[config.mk]
export PLATFORM = sky130hd
export DESIGN_NAME = pkt_router_n_flat
export DESIGN_NICKNAME = d
export VERILOG_FILES = /design/src/rtl/pkt_router_n_if.sv /design/src/rtl/pkt_router_n.sv /design/src/flat_wrapper.sv
export SDC_FILE = /design/constraint.sdc
export NUM_CORES = 1
export LEC_CHECK = 0
export BUFFER_PORTS_ARGS = -buffer_cell sky130_fd_sc_hd__buf_2
export CAP_MARGIN = 20
export CORE_MARGIN = 10
export CORE_UTILIZATION = 45
export CTS_CLUSTER_DIAMETER = 60
export DETAILED_ROUTE_END_ITERATION = 8
export GPL_TIMING_DRIVEN = 0
export PLACE_DENSITY = 0.72
export REMOVE_ABC_BUFFERS = 1
export SKIP_LAST_GASP = 1
export SLEW_MARGIN = 40
export SYNTH_ARGS = -nofsm -noshare
export SYNTH_HDL_FRONTEND = slang
export SYNTH_SLANG_ARGS = --single-unit
[constraint.sdc]
create_clock -name clk -period 10.6 [get_ports clk]
set_input_delay 0.53 -clock clk [delete_from_list [all_inputs] [get_ports clk]]
set_output_delay 0.53 -clock clk [all_outputs]
set_load 0.1 [all_outputs]
[src/rtl/pkt_router_n_if.sv]
// Byte-stream input, per-channel read handshake and packet status for pkt_router_n.
// The router connects through the slave modport; the upstream deserialiser and the
// downstream consumers drive through the master modport.
interface pkt_router_n_if #(
  parameter int DW    = 8,
  parameter int NCH   = 3,
  parameter int DEPTH = 16
);
  localparam int AW = $clog2(DEPTH);

  logic                   in_valid;
  logic [DW-1:0]          in_data;
  logic [NCH-1:0]         out_valid;
  logic [NCH-1:0]         out_ready;
  logic [NCH*DW-1:0]      out_data;
  logic [NCH*(AW+1)-1:0]  out_count;
  logic                   busy;
  logic                   pkt_ok;
  logic                   pkt_err;
  logic                   pkt_drop;

  modport master (
    output in_valid, in_data, out_ready,
    input  out_valid, out_data, out_count, busy, pkt_ok, pkt_err, pkt_drop
  );

  modport slave (
    input  in_valid, in_data, out_ready,
    output out_valid, out_data, out_count, busy, pkt_ok, pkt_err, pkt_drop
  );
endinterface

[src/rtl/pkt_router_n.sv]
// Framed-packet router: header / payload / parity bytes on one stream, payload
// steered into one of NCH first-word-fall-through FIFOs. Payload is written
// speculatively and only becomes visible to the reader when parity checks out;
// a bad parity rolls the speculative write pointer back. Packets that would not
// fit, or that name a nonexistent channel, are consumed and reported as dropped.
module pkt_router_n #(
  parameter int DW    = 8,
  parameter int NCH   = 3,
  parameter int DEPTH = 16
) (
  input  logic          clk,
  input  logic          rst_n,
  pkt_router_n_if.slave bus
);
  localparam int CHW  = (NCH <= 2) ? 1 : $clog2(NCH);
  localparam int LENW = DW - CHW;
  localparam int AW   = $clog2(DEPTH);

  typedef enum logic [1:0] {IDLE, PAYLOAD, PARITY} state_t;

  state_t state, state_n;

  // Packet context captured from the header
  logic [CHW-1:0]  ch_r;
  logic [LENW-1:0] len_r;
  logic [LENW-1:0] cnt_r;
  logic [DW-1:0]   acc;
  logic            drop_r;

  // Per-channel FIFO state
  logic [DW-1:0] mem   [NCH][DEPTH];
  logic [AW-1:0] wc    [NCH];
  logic [AW-1:0] ws    [NCH];
  logic [AW-1:0] rp    [NCH];
  logic [AW:0]   count [NCH];

  // FSM strobes
  logic hdr_acc, pay_acc, wr_en, commit, rollback, drop_end;
  logic [NCH-1:0] pop;

  // Header field views and occupancy of the addressed channel
  logic [CHW-1:0]  hdr_ch;
  logic [LENW-1:0] hdr_len;
  logic [AW:0]     hdr_occ;

  logic pkt_ok_p1, pkt_err_p1, pkt_drop_p1;

  // A packet is refused when its channel does not exist or its payload exceeds free space
  function automatic logic drop_check(input logic [CHW-1:0] ch,
                                      input logic [LENW-1:0] len,
                                      input logic [AW:0] occ);
    drop_check = (32'(ch) >= 32'(NCH)) || (32'(len) > (32'(DEPTH) - 32'(occ)));
  endfunction

  assign hdr_ch  = bus.in_data[CHW-1:0];
  assign hdr_len = bus.in_data[DW-1:CHW];

  // Occupancy lookup guarded against out-of-range channel numbers
  always_comb begin
    hdr_occ = '0;
    if (32'(hdr_ch) < 32'(NCH)) hdr_occ = count[hdr_ch];
  end

  // Input FSM state register
  always_ff @(posedge clk) begin
    if (!rst_n) state <= IDLE;
    else        state <= state_n;
  end

  // Next-state and per-byte strobes; only valid bytes advance the FSM
  always_comb begin
    state_n  = state;
    hdr_acc  = 1'b0;
    pay_acc  = 1'b0;
    wr_en    = 1'b0;
    commit   = 1'b0;
    rollback = 1'b0;
    drop_end = 1'b0;
    if (bus.in_valid) begin
      case (state)
        IDLE: begin
          hdr_acc = 1'b1;
          state_n = (hdr_len != '0) ? PAYLOAD : PARITY;
        end
        PAYLOAD: begin
          pay_acc = 1'b1;
          wr_en   = !drop_r;
          if (cnt_r + LENW'(1) == len_r) state_n = PARITY;
        end
        PARITY: begin
          state_n = IDLE;
          if (drop_r)                 drop_end = 1'b1;
          else if (acc == bus.in_data) commit  = 1'b1;
          else                         rollback = 1'b1;
        end
        default: state_n = IDLE;
      endcase
    end
  end

  // Packet context: header capture, payload count and running parity
  always_ff @(posedge clk) begin
    if (hdr_acc) begin
      ch_r   <= hdr_ch;
      len_r  <= hdr_len;
      cnt_r  <= '0;
      acc    <= bus.in_data;
      drop_r <= drop_check(hdr_ch, hdr_len, hdr_occ);
    end else if (pay_acc) begin
      cnt_r <= cnt_r + LENW'(1);
      acc   <= acc ^ bus.in_data;
    end
  end

  // Payload storage, written at the speculative pointer of the packet's channel
  always_ff @(posedge clk) begin
    if (wr_en) mem[ch_r][ws[ch_r]] <= bus.in_data;
  end

  // Pops are honoured only on channels holding committed data
  always_comb begin
    pop = '0;
    for (int c = 0; c < NCH; c++) pop[c] = bus.out_ready[c] && (count[c] != '0);
  end

  // Pointer and occupancy bookkeeping: speculative write, commit, rollback, pop
  always_ff @(posedge clk) begin
    if (!rst_n) begin
      for (int c = 0; c < NCH; c++) begin
        wc[c]    <= '0;
        ws[c]    <= '0;
        rp[c]    <= '0;
        count[c] <= '0;
      end
    end else begin
      for (int c = 0; c < NCH; c++) begin
        if (wr_en && ch_r == CHW'(c))         ws[c] <= ws[c] + AW'(1);
        else if (rollback && ch_r == CHW'(c)) ws[c] <= wc[c];
        if (commit && ch_r == CHW'(c))        wc[c] <= ws[c];
        if (pop[c])                           rp[c] <= rp[c] + AW'(1);
        count[c] <= count[c]
                    + ((commit && ch_r == CHW'(c)) ? (AW+1)'(len_r) : '0)
                    - (pop[c] ? (AW+1)'(1) : '0);
      end
    end
  end

  // ---- status stage: end-of-packet pulses one cycle after the parity byte ----
  always_ff @(posedge clk) begin
    if (!rst_n) begin
      pkt_ok_p1   <= 1'b0;
      pkt_err_p1  <= 1'b0;
      pkt_drop_p1 <= 1'b0;
    end else begin
      pkt_ok_p1   <= commit;
      pkt_err_p1  <= rollback;
      pkt_drop_p1 <= drop_end;
    end
  end

  assign bus.pkt_ok   = pkt_ok_p1;
  assign bus.pkt_err  = pkt_err_p1;
  assign bus.pkt_drop = pkt_drop_p1;
  assign bus.busy     = (state != IDLE);

  // Fall-through read view: head byte and committed occupancy per channel
  always_comb begin
    bus.out_valid = '0;
    bus.out_data  = '0;
    bus.out_count = '0;
    for (int c = 0; c < NCH; c++) begin
      bus.out_valid[c]                  = (count[c] != '0);
      bus.out_count[c*(AW+1) +: (AW+1)] = count[c];
      if (count[c] != '0) bus.out_data[c*DW +: DW] = mem[c][rp[c]];
    end
  end
endmodule

[src/flat_wrapper.sv]
// flat-port wrapper written by rule: the top's interface ports become plain ports
module pkt_router_n_flat 
#(
  parameter int DW    = 8,
  parameter int NCH   = 3,
  parameter int DEPTH = 16
)
  (clk, rst_n, bus_in_valid, bus_in_data, bus_out_ready, bus_out_valid, bus_out_data, bus_out_count, bus_busy, bus_pkt_ok, bus_pkt_err, bus_pkt_drop);
  pkt_router_n_if #(.DW(DW), .NCH(NCH), .DEPTH(DEPTH)) bus_i ();
  input  logic clk;
  input  logic rst_n;
  input wire logic [$bits(bus_i.in_valid)-1:0] bus_in_valid;
  input wire logic [$bits(bus_i.in_data)-1:0] bus_in_data;
  input wire logic [$bits(bus_i.out_ready)-1:0] bus_out_ready;
  output wire logic [$bits(bus_i.out_valid)-1:0] bus_out_valid;
  output wire logic [$bits(bus_i.out_data)-1:0] bus_out_data;
  output wire logic [$bits(bus_i.out_count)-1:0] bus_out_count;
  output wire logic [$bits(bus_i.busy)-1:0] bus_busy;
  output wire logic [$bits(bus_i.pkt_ok)-1:0] bus_pkt_ok;
  output wire logic [$bits(bus_i.pkt_err)-1:0] bus_pkt_err;
  output wire logic [$bits(bus_i.pkt_drop)-1:0] bus_pkt_drop;
  assign bus_i.in_valid = bus_in_valid;
  assign bus_i.in_data = bus_in_data;
  assign bus_i.out_ready = bus_out_ready;
  assign bus_out_valid = bus_i.out_valid;
  assign bus_out_data = bus_i.out_data;
  assign bus_out_count = bus_i.out_count;
  assign bus_busy = bus_i.busy;
  assign bus_pkt_ok = bus_i.pkt_ok;
  assign bus_pkt_err = bus_i.pkt_err;
  assign bus_pkt_drop = bus_i.pkt_drop;
  pkt_router_n #(.DW(DW), .NCH(NCH), .DEPTH(DEPTH)) u_core (.clk(clk), .rst_n(rst_n), .bus(bus_i));
endmodule
---- After elaboration in Yosys (flattened, before gate mapping) ----
Memories as Yosys holds them, arrays and structs flattened. A register that Yosys moved wholly into a read port is not among the register bits.
Cells that the tools add are included.
word-level totals
  memories kept ........................... 5
  word-level logic and storage cells ...... 188
  RAM bits ................................ 435
  input port bits ......................... 14
  register bits after elaboration ......... 28
memories
  memory        words  width  rd ports  clocked after memory_dff  write ports  line                text
  u_core.mem    3      128    3         0                         1            pkt_router_n.sv:31  logic [DW-1:0] mem [NCH][DEPTH];
  u_core.count  3      5      4         0                         3            pkt_router_n.sv:35  logic [AW:0] count [NCH];
  u_core.rp     3      4      3         0                         3            pkt_router_n.sv:34  logic [AW-1:0] rp [NCH];
  u_core.wc     3      4      3         0                         3            pkt_router_n.sv:32  logic [AW-1:0] wc [NCH];
  u_core.ws     3      4      4         1                         3            pkt_router_n.sv:33  logic [AW-1:0] ws [NCH];
cells by class
  magnitude comparators ................... 8
  reduce and logical (&&, ||, !) cells .... 25
  bitwise operators ....................... 20
  add/subtract/negate cells ............... 14
  eq/ne operators ......................... 7
  multiplexer cells ....................... 100
operators with widths
  kind                 number
  $mux 128             1
  $bmux 8 s4           3
  $mux 8               12
  $mux 1               60
  $mux 4               12
  $mux 5               7
  $demux 8 s4          1
  $gt 6x32->1          1
  $add 4x1->4 const B  6
  $ge 5x5->1 const B   4
  $not 4->5            4
  $add 5x5->5          3
  $or 1x1->1           15
  $reduce_bool 5->1    3
  $sub 5x5->5          3
  $logic_and 1x1->1    13
  $eq 8x8->1           1
  $xor 8x8->8          1
  $add 6x1->6 const B  1
  $eq 6x6->1           1
  $mux 2               3
  $reduce_bool 6->1    1
  $sub 5x5->6 const A  1
  $lt 5x1->1 const B   1
  12 further kinds     16

---- Longest topological paths before layout ----
Gate-level depths: netlist of run 1.
  depth in word-level cells ............... 11
  depth in mapped cells ................... 15
  mapped depth without buffers ............ 13

---- Least setup slack after synthesis of run 1 ----
OpenSTA, ideal clock, no wires.
  path type ............................... register to register
  start ................................... memory u_core.count[0][2] (netlist name)
  end ..................................... memory u_core.count[0][4] (netlist name)
  path slack .............................. 6.925 ns
  stages on the path, launching flop included .. 13
  path buffers ............................ 0
  arrival ................................. 3.601 ns
  cell sequence ........................... dfxtp_1 or4_1 nor2_1 nor2b_1 ha_1 inv_1 ha_1 fa_1 a21o_1 a21oi_1 xnor2_1 or4_1 a21oi_1
RTL lines
  item             line
  start, declared  pkt_router_n.sv:35

==> metrics.md, run 1 <==
| Metric | Value |
|---|---|
| Outcome | completed |
| Synthesized area per cell | 17.5 µm² |
| Switching share of power | 38.7% |
| Worst Tran Pin Value | 0.803 ns |
| Post-Layout Cell Count | 1,835 |
| Total global routing track utilization | 15.8% |
| Die H | 229 µm |
| Max-cap violations | 0 |
| Multi-input gate area | 5720 µm² |
| Critical Path RT | 11.09 ns |
| CP max FO | 59 |
| Die width | 229 µm |
| Pwr dens | 272 nW/µm² |
| CP max stage cell | or4_4 |
| Final min period | 3.87 ns |
| Clk network pwr share | 26.4% |
| Largest net degree at the start of global routing | 60 |
| Hold/Removal Path Class | input port to register |
| RSZ-0062 raised after global routing | false |
| Logic gate share of total power | 37.2% |
| Core ar. | 43,200 µm² |
| Number of diodes | 0 |
| Detail Route Antenna Nets | 0 |
| Post-CTS Hold Fix Bufs | 0 |
| WP data arrival | 4.35 ns |
| Unique masters post-synth | 55 |
| Drt total wl | 41,700 µm |
| Synthesized area | 19,700 µm² |
| Dpl cells | 1,748 |
| Post-synth EDFFs | 437 |
| Routed via count | 10,260 |
| Fin nets | 1,269 |
| Slew Limit Fails | 0 |
| Root Driver | clkbuf_16 |
| Cts bufs inserted | 48 |
| Cells after Synth | 1,129 |
| Clock slew at reported path FFs | 0.06 ns |
| Via density | 5.59 |
| Synthesized flop and latch total | 465 |
| Critical path's largest stage delay | 0.63 ns |
| # fillers | 3,447 |
| Routability cong. | 0.849 |
| First-pass GRT wire length | 64,700 µm |
| Drt pass-1 iters | 7 |
| Layout Skew | 0.0141 ns |
| Std cell rows | 76 |
| Initial antenna violation count | 0 |
| Crit Path Class | input port to register |
| Ys flop type | edfxtp_1 |
| Fmax | 259 MHz |
| Power Total | 6.09 mW |
| Crit share post-route | 36.5% |
| Clock Sinks | 465 |
| DR DRC count | 0 |
| Warnings from Yosys | 0 |
| Sequential Area | 13,700 µm² |
| Pleak | 7.42 nW |
| Most common cell on crit path | a21oi_1 |
| Final hold slack | 0.263 ns |
| Dpl hpwl | 26,800 µm |
| Setup-failing EPs final | 0 |
| Worst path cell trace | buf_4 > xnor2_4 > nand4_4 > or4_4 > nor2_1 > nand2_1 > ha_1 > inv_1 > fa_1 > a21o_1 > a21oi_1 > xnor2_1 > or4_1 > a21oi_1 |
| Share of cells above drive strength 1 | 25.0% |
| Int Pwr | 3.73 mW |
| Clock tree buffer depth | 3 |
| CP Launch Type | input port |
| CTS tree | built |
| Post-CTS Setup Bufs | 0 |
| Max IR drop VDD | 0.000254 V |
| Initial Util | 45.6% |
| Sequential-to-total area share from yosys stat | 69.4% |
| Post-cts sizing count | 0 |
| Setup TNS | 0 ns |
| Crit. End Element | register |
| # IOs | 60 |
| Net load switching power | 2.36 mW |
| Seq pwr share | 36.4% |
| Clock latency on the worst-skew pair | 0.57 ns |
| Routed WL per cell | 22.7 µm |
| Hold Fails Final Rpt | 0 |
| H-Tree Level Count | 2 |
| Die area | 52,600 µm² |
| I/O Buffers | 59 |
| Vias in the first global route | 10,533 |
| P&R area growth vs syn | 13.8% |
| Initial drt markers | 950 |
| FFs w/ async S/R, synth | 0% |
| Total gr overflow | 0 |
| Rel. slew slack | 46.3% |
logic make-up (layout without fill, tap and decap cells):
family	count (synthesis)	count (layout)	share of synthesized area, %
xor+xnor	49	49	2.41
mux	130	130	14.2
buf+inv	102	223	2.12
flops	465	465	69.4
compound gates	82	82	2.77
simple gates	260	260	6.32
fa+ha+maj	41	41	2.72
power groups by stage:
stage                     Sequential (mW)  Combinational, mW  Clock [mW]
after global placement               2.38               2.05           0
after detailed placement             2.26               2.28           0
after floorplan                      2.47               1.52           0
after CTS                            2.22               2.29        1.63
after global routing                 2.23               2.41        1.71
final                                2.22               2.27        1.61
state kept, by name, summed over array words and instances, names as in the netlist, named ones only:
signal	flops
u_core.acc	8
u_core.state	2
u_core.count	15
u_core.bus.pkt_err	1
u_core.bus.pkt_ok	1
u_core.bus.pkt_drop	1
u_core.rp	12
u_core.len_r	6
u_core.wc	12
u_core.ws	12
u_core.cnt_r	6
u_core.drop_r	1
u_core.mem	384
u_core.ch_r	2
layout by cell type (no fill, tap or decap), types with 13 or more instances in the layout:
cell type	instances
edfxtp_1	437
mux4_2	120
nor2_1	66
nand2_1	64
inv_1	53
buf_2	51
clkbuf_16	48
ha_1	38
nor2b_1	32
nor2_2	29
dfxtp_1	28
xnor2_1	26
o21ai_0	26
and2_1	21
xor2_1	20
buf_6	18
nand3_1	13
a21oi_1	13
clkinv_1	13
synth_stat cells (21+ instances only):
cell type | instances | area (µm²)
edfxtp_1 | 437 | 13100
nor2_1 | 95 | 357
xnor2_1 | 26 | 228
dfxtp_1 | 28 | 561
nand2_1 | 65 | 244
mux4_2 | 120 | 2700
and2_1 | 21 | 131
ha_1 | 38 | 475
clkbuf_1 | 31 | 116
inv_1 | 53 | 199
nor2b_1 | 32 | 200
o21ai_0 | 26 | 130
layer usage:
metal / routed length (µm) / part of all wire (%) / track usage, % / up-vias
li1: - / - / - / 4552
met1: 17200 / 41 / 20.3 / 5349
met2: 21500 / 52 / 27.6 / 298
met3: 2210 / 5.3 / 2.37 / 61
met4: 784 / 1.9 / 3.95 / 0
met5: 0 / 0 / 0 / -
metrics by stage:
stage / worst slack [ns] / cell area, µm² / utilization (%)
floorplan: 6.60 / 19500 / -
finish: 6.73 / 22400 / 52.0
detailed placement: 6.18 / 20900 / 48.4
global route: 6.55 / 22400 / 52.0
CTS: 6.67 / 22400 / 51.8
global placement: 5.94 / 20500 / 47.5
worst paths after layout:
path / startpoint / to / slack, ns / depth (start not counted)
worst min-delay path: bus_in_valid / u_core.bus.pkt_drop$_SDFF_PN0_ / 0.26 / 3
worst max register to register: u_core.count[0][0]$_SDFF_PN0_ / u_core.count[0][4]$_SDFF_PN0_ / 6.75 / 12
worst min register to register: u_core.cnt_r[5]$_SDFFE_PP0P_ / u_core.cnt_r[5]$_SDFFE_PP0P_ / 0.49 / 1
worst max-delay path: bus_in_data[1] / u_core.count[2][4]$_SDFF_PN0_ / 6.73 / 14
final cells by class:
class	instances	share of cell area, %
clock buffer	56	5.53
clock inverter	30	1.14
inverter	54	0.904
multi-input combinational	562	25.5
sequential	465	61.0
tap	585	3.26
timing repair buffer	83	2.68
critical path, delay by kind of cell:
kind	cells	cell delay (ns)
AND/OR/NAND/NOR	5	1.60
buffers and inverters	2	0.60
XOR/XNOR	2	0.31
adder cells (fa/ha/maj)	2	0.75
AO/OA/AOI/OAI	3	0.50
No activity file was read; power rests on OpenSTA's default activity.
==> run 2: changes to the inputs <==
clock period = 3.7 ns   (was 10.6 ns; I/O delays follow)
==> metrics.md, run 2 (synthesis results as in run 1) <==
| Metric | Value |
|---|---|
| Die area | 52,600 µm² (unchanged) |
| CP Buf/Inv Count | 1 (-1) |
| Clock Sinks | 465 (unchanged) |
| First-pass GRT wire length | 64,700 µm (about the same) |
| Final Util | 52.2% (+0.26 points) |
| Number of diodes | 0 (unchanged) |
| CP delay by family, top | simple AND/OR/NAND/NOR gates |
| CP Launch Type | register |
| Sequential Area | 13,700 µm² (about the same) |
| Initial antenna violation count | 0 (unchanged) |
| Place WS | -0.377 ns (-6.56 ns) |
| Outcome | completed |
| Multi-input gate area | 5780 µm² (+1.1%) |
| Cts bufs inserted | 48 (unchanged) |
| CTS tree | built |
| Total global routing track utilization | 15.8% (about the same) |
| Hold/Removal Path Class | input port to register |
| M1 GR Usage | 20.3% (about the same) |
| Slew Limit Fails | 0 (unchanged) |
| Drt pass-1 iters | 5 (-2) |
| Critical Path RT | 4.19 ns (-6.90 ns) |
| Power Total | 17.5 mW (+190%) |
| Detail Route Antenna Nets | 0 (unchanged) |
| Layout Skew | 0.0161 ns (+0.00204 ns) |
| Core ar. | 43,200 µm² (unchanged) |
| Setup TNS | 0 ns (unchanged) |
| Setup-failing EPs final | 0 (unchanged) |
| Crit. End Element | register |
| Via density | 5.57 (-0.43%) |
| Max IR drop VDD | 0.000734 V (+190%) |
| Met3 Track Usage GR | 2.37% (unchanged) |
| Largest register FFs | 384 (unchanged) |
| DR DRC count | 0 (unchanged) |
| WP data arrival | 4.12 ns (-0.23 ns) |
| Most common cell after layout, fill and taps aside | edfxtp_1 |
| Final min period | 3.63 ns |
| Die width | 229 µm (unchanged) |
| Final worst slack | 0.0702 ns (-6.66 ns) |
| Pwr dens | 777 nW/µm² (+190%) |
| Pleak | 7.46 nW (+0.55%) |
| Initial Util | 45.6% (unchanged) |
| Critical path's largest stage delay | 0.61 ns (-0.02 ns) |
| Fin nets | 1,275 (+0.47%) |
| I/O Buffers | 59 (unchanged) |
| Grt met2 use | 27.6% (unchanged) |
| Initial drt markers | 906 (-4.6%) |
| Crit share post-route | 98.1% |
| Top Usage Layer GRT | met2 |
| Clock tree buffer depth | 3 (unchanged) |
| Vias in the first global route | 10,541 (+0.076%) |
| Routed WL per cell | 22.8 µm (+0.19%) |
| Routed via count | 10,249 (-0.11%) |
| Share of cells above drive strength 1 | 26.0% (+1.1 points) |
| RSZ-0062 raised after global routing | true |
| Dpl hpwl | 26,800 µm (unchanged) |
| CP max stage cell | or4_4 |
| P&R area growth vs syn | 14.4% |
| Crit Path Class | register to register |
| Rel. slew slack | 44.5% (-1.7 points) |
| Fmax | 275 MHz |
| Hold Fails Final Rpt | 0 (unchanged) |
| # fillers | 3,438 (-0.26%) |
| Clock latency on the worst-skew pair | 0.57 ns (about the same) |
| Total gr overflow | 0 (unchanged) |
| Drt total wl | 41,900 µm (+0.52%) |
| Max-cap violations | 0 (unchanged) |
| Die H | 229 µm (unchanged) |
| Commonest non-fill, non-tap cells in the layout | 437 x edfxtp_1, 120 x mux4_2, 64 x nand2_1, 64 x nor2_1, 53 x inv_1 |
| Std cell rows | 76 (unchanged) |
| Clock slew at reported path FFs | 0.06 ns (about the same) |
| Root Driver | clkbuf_16 |
| Worst path cell trace | nand2b_4 > or3_1 > or4_4 > nor2_4 > nand2_1 > ha_1 > inv_1 > fa_2 > a21o_1 > a21oi_2 > xnor2_1 > or4_1 > a21oi_1 |
| Routability cong. | 0.849 (unchanged) |
| H-Tree Level Count | 2 (unchanged) |
| CP max FO | 6 (-90%) |
| Worst Tran Pin Value | 0.829 ns (+0.0259 ns) |
| # IOs | 60 (unchanged) |
| Largest net degree at the start of global routing | 60 (unchanged) |
run 2: cell types whose count changed in the layout (fill, tap and decap cells not counted), sizes merged:
cell         change
clkbuf           +1
buf              +4
dlygate4sd3      +1
run 2: final timing paths:
check / start / end / slack, ns / cells past startpoint
max: u_core.drop_r$_DFFE_PP_ / u_core.count[2][4]$_SDFF_PN0_ / 0.07 / 13
min reg2reg: u_core.cnt_r[5]$_SDFFE_PP0P_ / u_core.cnt_r[5]$_SDFFE_PP0P_ / 0.49 / 1
min: rst_n / u_core.count[1][0]$_SDFF_PN0_ / 0.15 / 2
max reg2reg: u_core.drop_r$_DFFE_PP_ / u_core.count[2][4]$_SDFF_PN0_ / 0.07 / 13
run 2: per-stage QoR:
step           hold WS, ns  area [µm²]  cells
4_1_cts              0.117       22400   1835
6_report             0.146       22500   1841
3_5_place_dp         0.479       20900   1748
2_1_floorplan        0.284       19500   1081
5_1_grt              0.150       22500   1841
3_3_place_gp         0.475       20500   1725
run 2: area by class of cell:
type	instances	share of cell area, %
Sequential cell	465	60.7
Multi-Input combinational cell	562	25.6
Clock buffer	56	5.51
Tap cell	585	3.25
Timing Repair Buffer	89	2.86
Clock inverter	30	1.14
Inverter	54	0.899
run 2: metal layers:
layer | wire (µm) | up-vias
met2 | 21800 | 297
met4 | 770 | 0
met3 | 2260 | 58
met5 | 0 | -
li1 | - | 4566
met1 | 17100 | 5328
run 2: repair_timing:
action                                 in CTS  in global routing
setup endpoints to repair                   2                  2
gates resized for setup                     2                 12
pin swaps                                   0                  2
hold buffers                                1                  0
endpoints found under the hold margin       2                  0
buffers inserted                            0                  5
run 2: worst register-to-register path: stages (launching register included):
cell and delay [ns]:
edfxtp_1 0.44, nand2b_4 0.18, or3_1 0.34, or4_4 0.61
nor2_4 0.14, nand2_1 0.07, ha_1 0.28, inv_1 0.07
fa_2 0.41, a21o_1 0.18, a21oi_2 0.14, xnor2_1 0.11
or4_1 0.43, a21oi_1 0.16
run 2: power by group:
part | switching, mW | internal (mW) | total [mW]
sequential | 0.372 | 5.98 | 6.35
combinational | 4.42 | 2.13 | 6.55
clock | 1.98 | 2.62 | 4.60
==> run 3: changes to the inputs <==
CELL_PAD_IN_SITES_DETAIL_PLACEMENT = 2   (was default)
CELL_PAD_IN_SITES_GLOBAL_PLACEMENT = 2   (was default)
PLACE_DENSITY = 0.87   (was 0.72)
==> metrics.md, run 3 (synthesis results as in run 1) <==
| Metric | Value |
|---|---|
| Critical Path RT | 4.21 ns (+0.02 ns) |
| Multi-input gate area | 5940 µm² (+2.8%) |
| Slew Limit Fails | 0 (unchanged) |
| WP data arrival | 4.36 ns (+0.24 ns) |
| Clock tree buffer depth | 3 (unchanged) |
| Worst Reg-to-Reg Cells | 13 (unchanged) |
| M1 GR Usage | 29.0% (+8.7 points) |
| Std cell rows | 76 (unchanged) |
| Initial antenna violation count | 0 (unchanged) |
| Final worst slack | -0.150 ns (-0.220 ns) |
| # IOs | 60 (unchanged) |
| Met3 Track Usage GR | 3.70% (+1.3 points) |
| RSZ-0062 raised after global routing | true |
| Total gr overflow | 0 (unchanged) |
| CP Launch Type | register |
| Top Usage Layer GRT | met2 |
| DR DRC count | 0 (unchanged) |
| Dpl hpwl | 38,400 µm (+43%) |
| Clock slew at reported path FFs | 0.07 ns (about the same) |
| Pwr dens | 823 nW/µm² (+6.0%) |
| Grt met2 use | 42.2% (+15 points) |
| Die width | 229 µm (unchanged) |
| Routed via count | 11,354 (+11%) |
| Cts bufs inserted | 49 (+2.1%) |
| Total global routing track utilization | 23.7% (+7.9 points) |
| Clock Sinks | 465 (unchanged) |
| Share of cells above drive strength 1 | 29.8% (+3.8 points) |
| Root Driver | clkbuf_16 |
| Outcome | complete, but fails checks |
| Dpl cells | 1,746 (-0.11%) |
| Commonest non-fill, non-tap cells in the layout | 437 x edfxtp_1, 120 x mux4_2, 61 x nand2_1 |
| Fmax | 260 MHz (-5.7%) |
| Number of diodes | 0 (unchanged) |
| Initial Util | 45.6% (unchanged) |
| CP max FO | 6 (unchanged) |
| Vias in the first global route | 12,430 (+18%) |
| Setup TNS | -0.150 ns (-0.150 ns) |
| Hold Fails Final Rpt | 0 (unchanged) |
| Setup-failing EPs final | 1 (+1) |
| Max IR drop VDD | 0.000461 V (-37%) |
| Crit share post-route | 104% (+6.0 points) |
| Rel. slew slack | 35.5% (-9.0 points) |
| Final Util | 53.0% (+0.76 points) |
| Failing checks | negative setup slack |
| CP max stage cell | or4_4 |
| P&R area growth vs syn | 16.1% |
| Largest net degree at the start of global routing | 60 (unchanged) |
| Via density | 6.11 (+9.7%) |
| Routability cong. | 0.774 (-8.8%) |
| Critical path's largest stage delay | 0.66 ns (+0.05 ns) |
| Post-Layout Cell Count | 1,859 (+0.98%) |
| Final min period | 3.85 ns (+0.220 ns) |
| # fillers | 3,800 (+11%) |
| Initial drt markers | 1,314 (+45%) |
| Largest register FFs | 384 (unchanged) |
| Hold depth | 1 (-1) |
| CTS tree | built |
| H-Tree Level Count | 2 (unchanged) |
| Pleak | 7.60 nW (+1.8%) |
| Layout Skew | 0.0237 ns (+0.00760 ns) |
| Hold/Removal Path Class | input port to register |
| Routed WL per cell | 34.5 µm (+52%) |
| Worst path cell trace | xnor2_1 > nand2_1 > or4_4 > nor2_4 > nand2_1 > ha_1 > inv_2 > fa_2 > a21o_1 > a21oi_4 > xnor2_2 > or4_4 > a21oi_4 |
| Drt total wl | 64,100 µm (+53%) |
| Worst Tran Pin Value | 0.957 ns (+0.128 ns) |
| Die area | 52,600 µm² (unchanged) |
| Place WS | -0.605 ns (-0.228 ns) |
| Most common cell after layout, fill and taps aside | edfxtp_1 |
| Die H | 229 µm (unchanged) |
| Sequential Area | 13,700 µm² (unchanged) |
| Power Total | 18.8 mW (+7.5%) |
| Max-cap violations | 0 (unchanged) |
| First-pass GRT wire length | 91,900 µm (+42%) |
| I/O Buffers | 59 (unchanged) |
| Crit. End Element | register |
| Clock latency on the worst-skew pair | 0.60 ns (+0.03 ns) |
| Crit Path Class | register to register |
| Core ar. | 43,200 µm² (unchanged) |
| Drt pass-1 iters | 6 (+1) |
| Detail Route Antenna Nets | 0 (unchanged) |
| Fin nets | 1,291 (+1.3%) |
run 3: cell count changes in the layout (fill, tap and decap cells not counted), moves of 4 or more:
| cell | before | now |
|---|---|---|
| clkinv_2 | 6 | 10 |
| buf_4 | 13 | 29 |
| nor2_2 | 27 | 41 |
| nor2_1 | 64 | 48 |
run 3: cell type report:
cell class	instances	share of cell area [%]
Inverter	54	0.897
Tap cell	585	3.20
Timing Repair Buffer	104	3.35
Clock buffer	54	5.44
Multi-Input combinational cell	562	26.0
Clock inverter	35	1.29
Sequential cell	465	59.8
run 3: final timing paths:
check	start	to	slack, ns
setup reg to reg	u_core.acc[3]$_DFFE_PP_	u_core.count[2][4]$_SDFF_PN0_	-0.15
hold / removal	bus_in_data[3]	u_core.mem[2][27]$_DFFE_PP_	0.17
setup / recovery	u_core.acc[3]$_DFFE_PP_	u_core.count[2][4]$_SDFF_PN0_	-0.15
hold reg to reg	u_core.state[1]$_SDFFE_PN0P_	u_core.state[1]$_SDFFE_PN0P_	0.51
run 3: worst max-delay path, delay by kind of cell (launching register included):
| kind | cells | cell delay (ns) |
|---|---|---|
| AND/OR/NAND/NOR | 5 | 1.70 |
| XOR/XNOR | 2 | 0.35 |
| adder cells (fa/ha/maj) | 2 | 0.67 |
| AO/OA/AOI/OAI | 3 | 0.57 |
| buffers and inverters | 1 | 0.05 |
| flip-flops | 1 | 0.43 |
run 3: repair_timing:
action,CTS,global route
hold endpoints to repair,2,0
pin swaps,5,21
buffers inserted,7,15
resized for setup,18,25
hold buffers,2,0
endpoints found under the setup margin,3,4
run 3: routing by layer:
layer	wire, µm	vias to the layer above
met5	0	-
met4	2310	0
met3	3630	145
met2	33600	535
met1	24600	6068
li1	-	4606
run 3: power by group:
part / leakage (nW) / switching (mW) / internal (mW)
clock network: 0.749 / 2.21 / 2.71
registers: 4.22 / 0.476 / 5.98
logic: 2.62 / 5.07 / 2.38
total: 7.60 / 7.75 / 11.1
run 3: stage by stage:
| step | instance area (µm²) | hold WS, ns |
|---|---|---|
| floorplan | 19500 | 0.284 |
| global placement | 20500 | 0.471 |
| detailed placement | 20900 | 0.502 |
| CTS | 22600 | 0.145 |
| global route | 22900 | 0.176 |
| finish | 22900 | 0.169 |
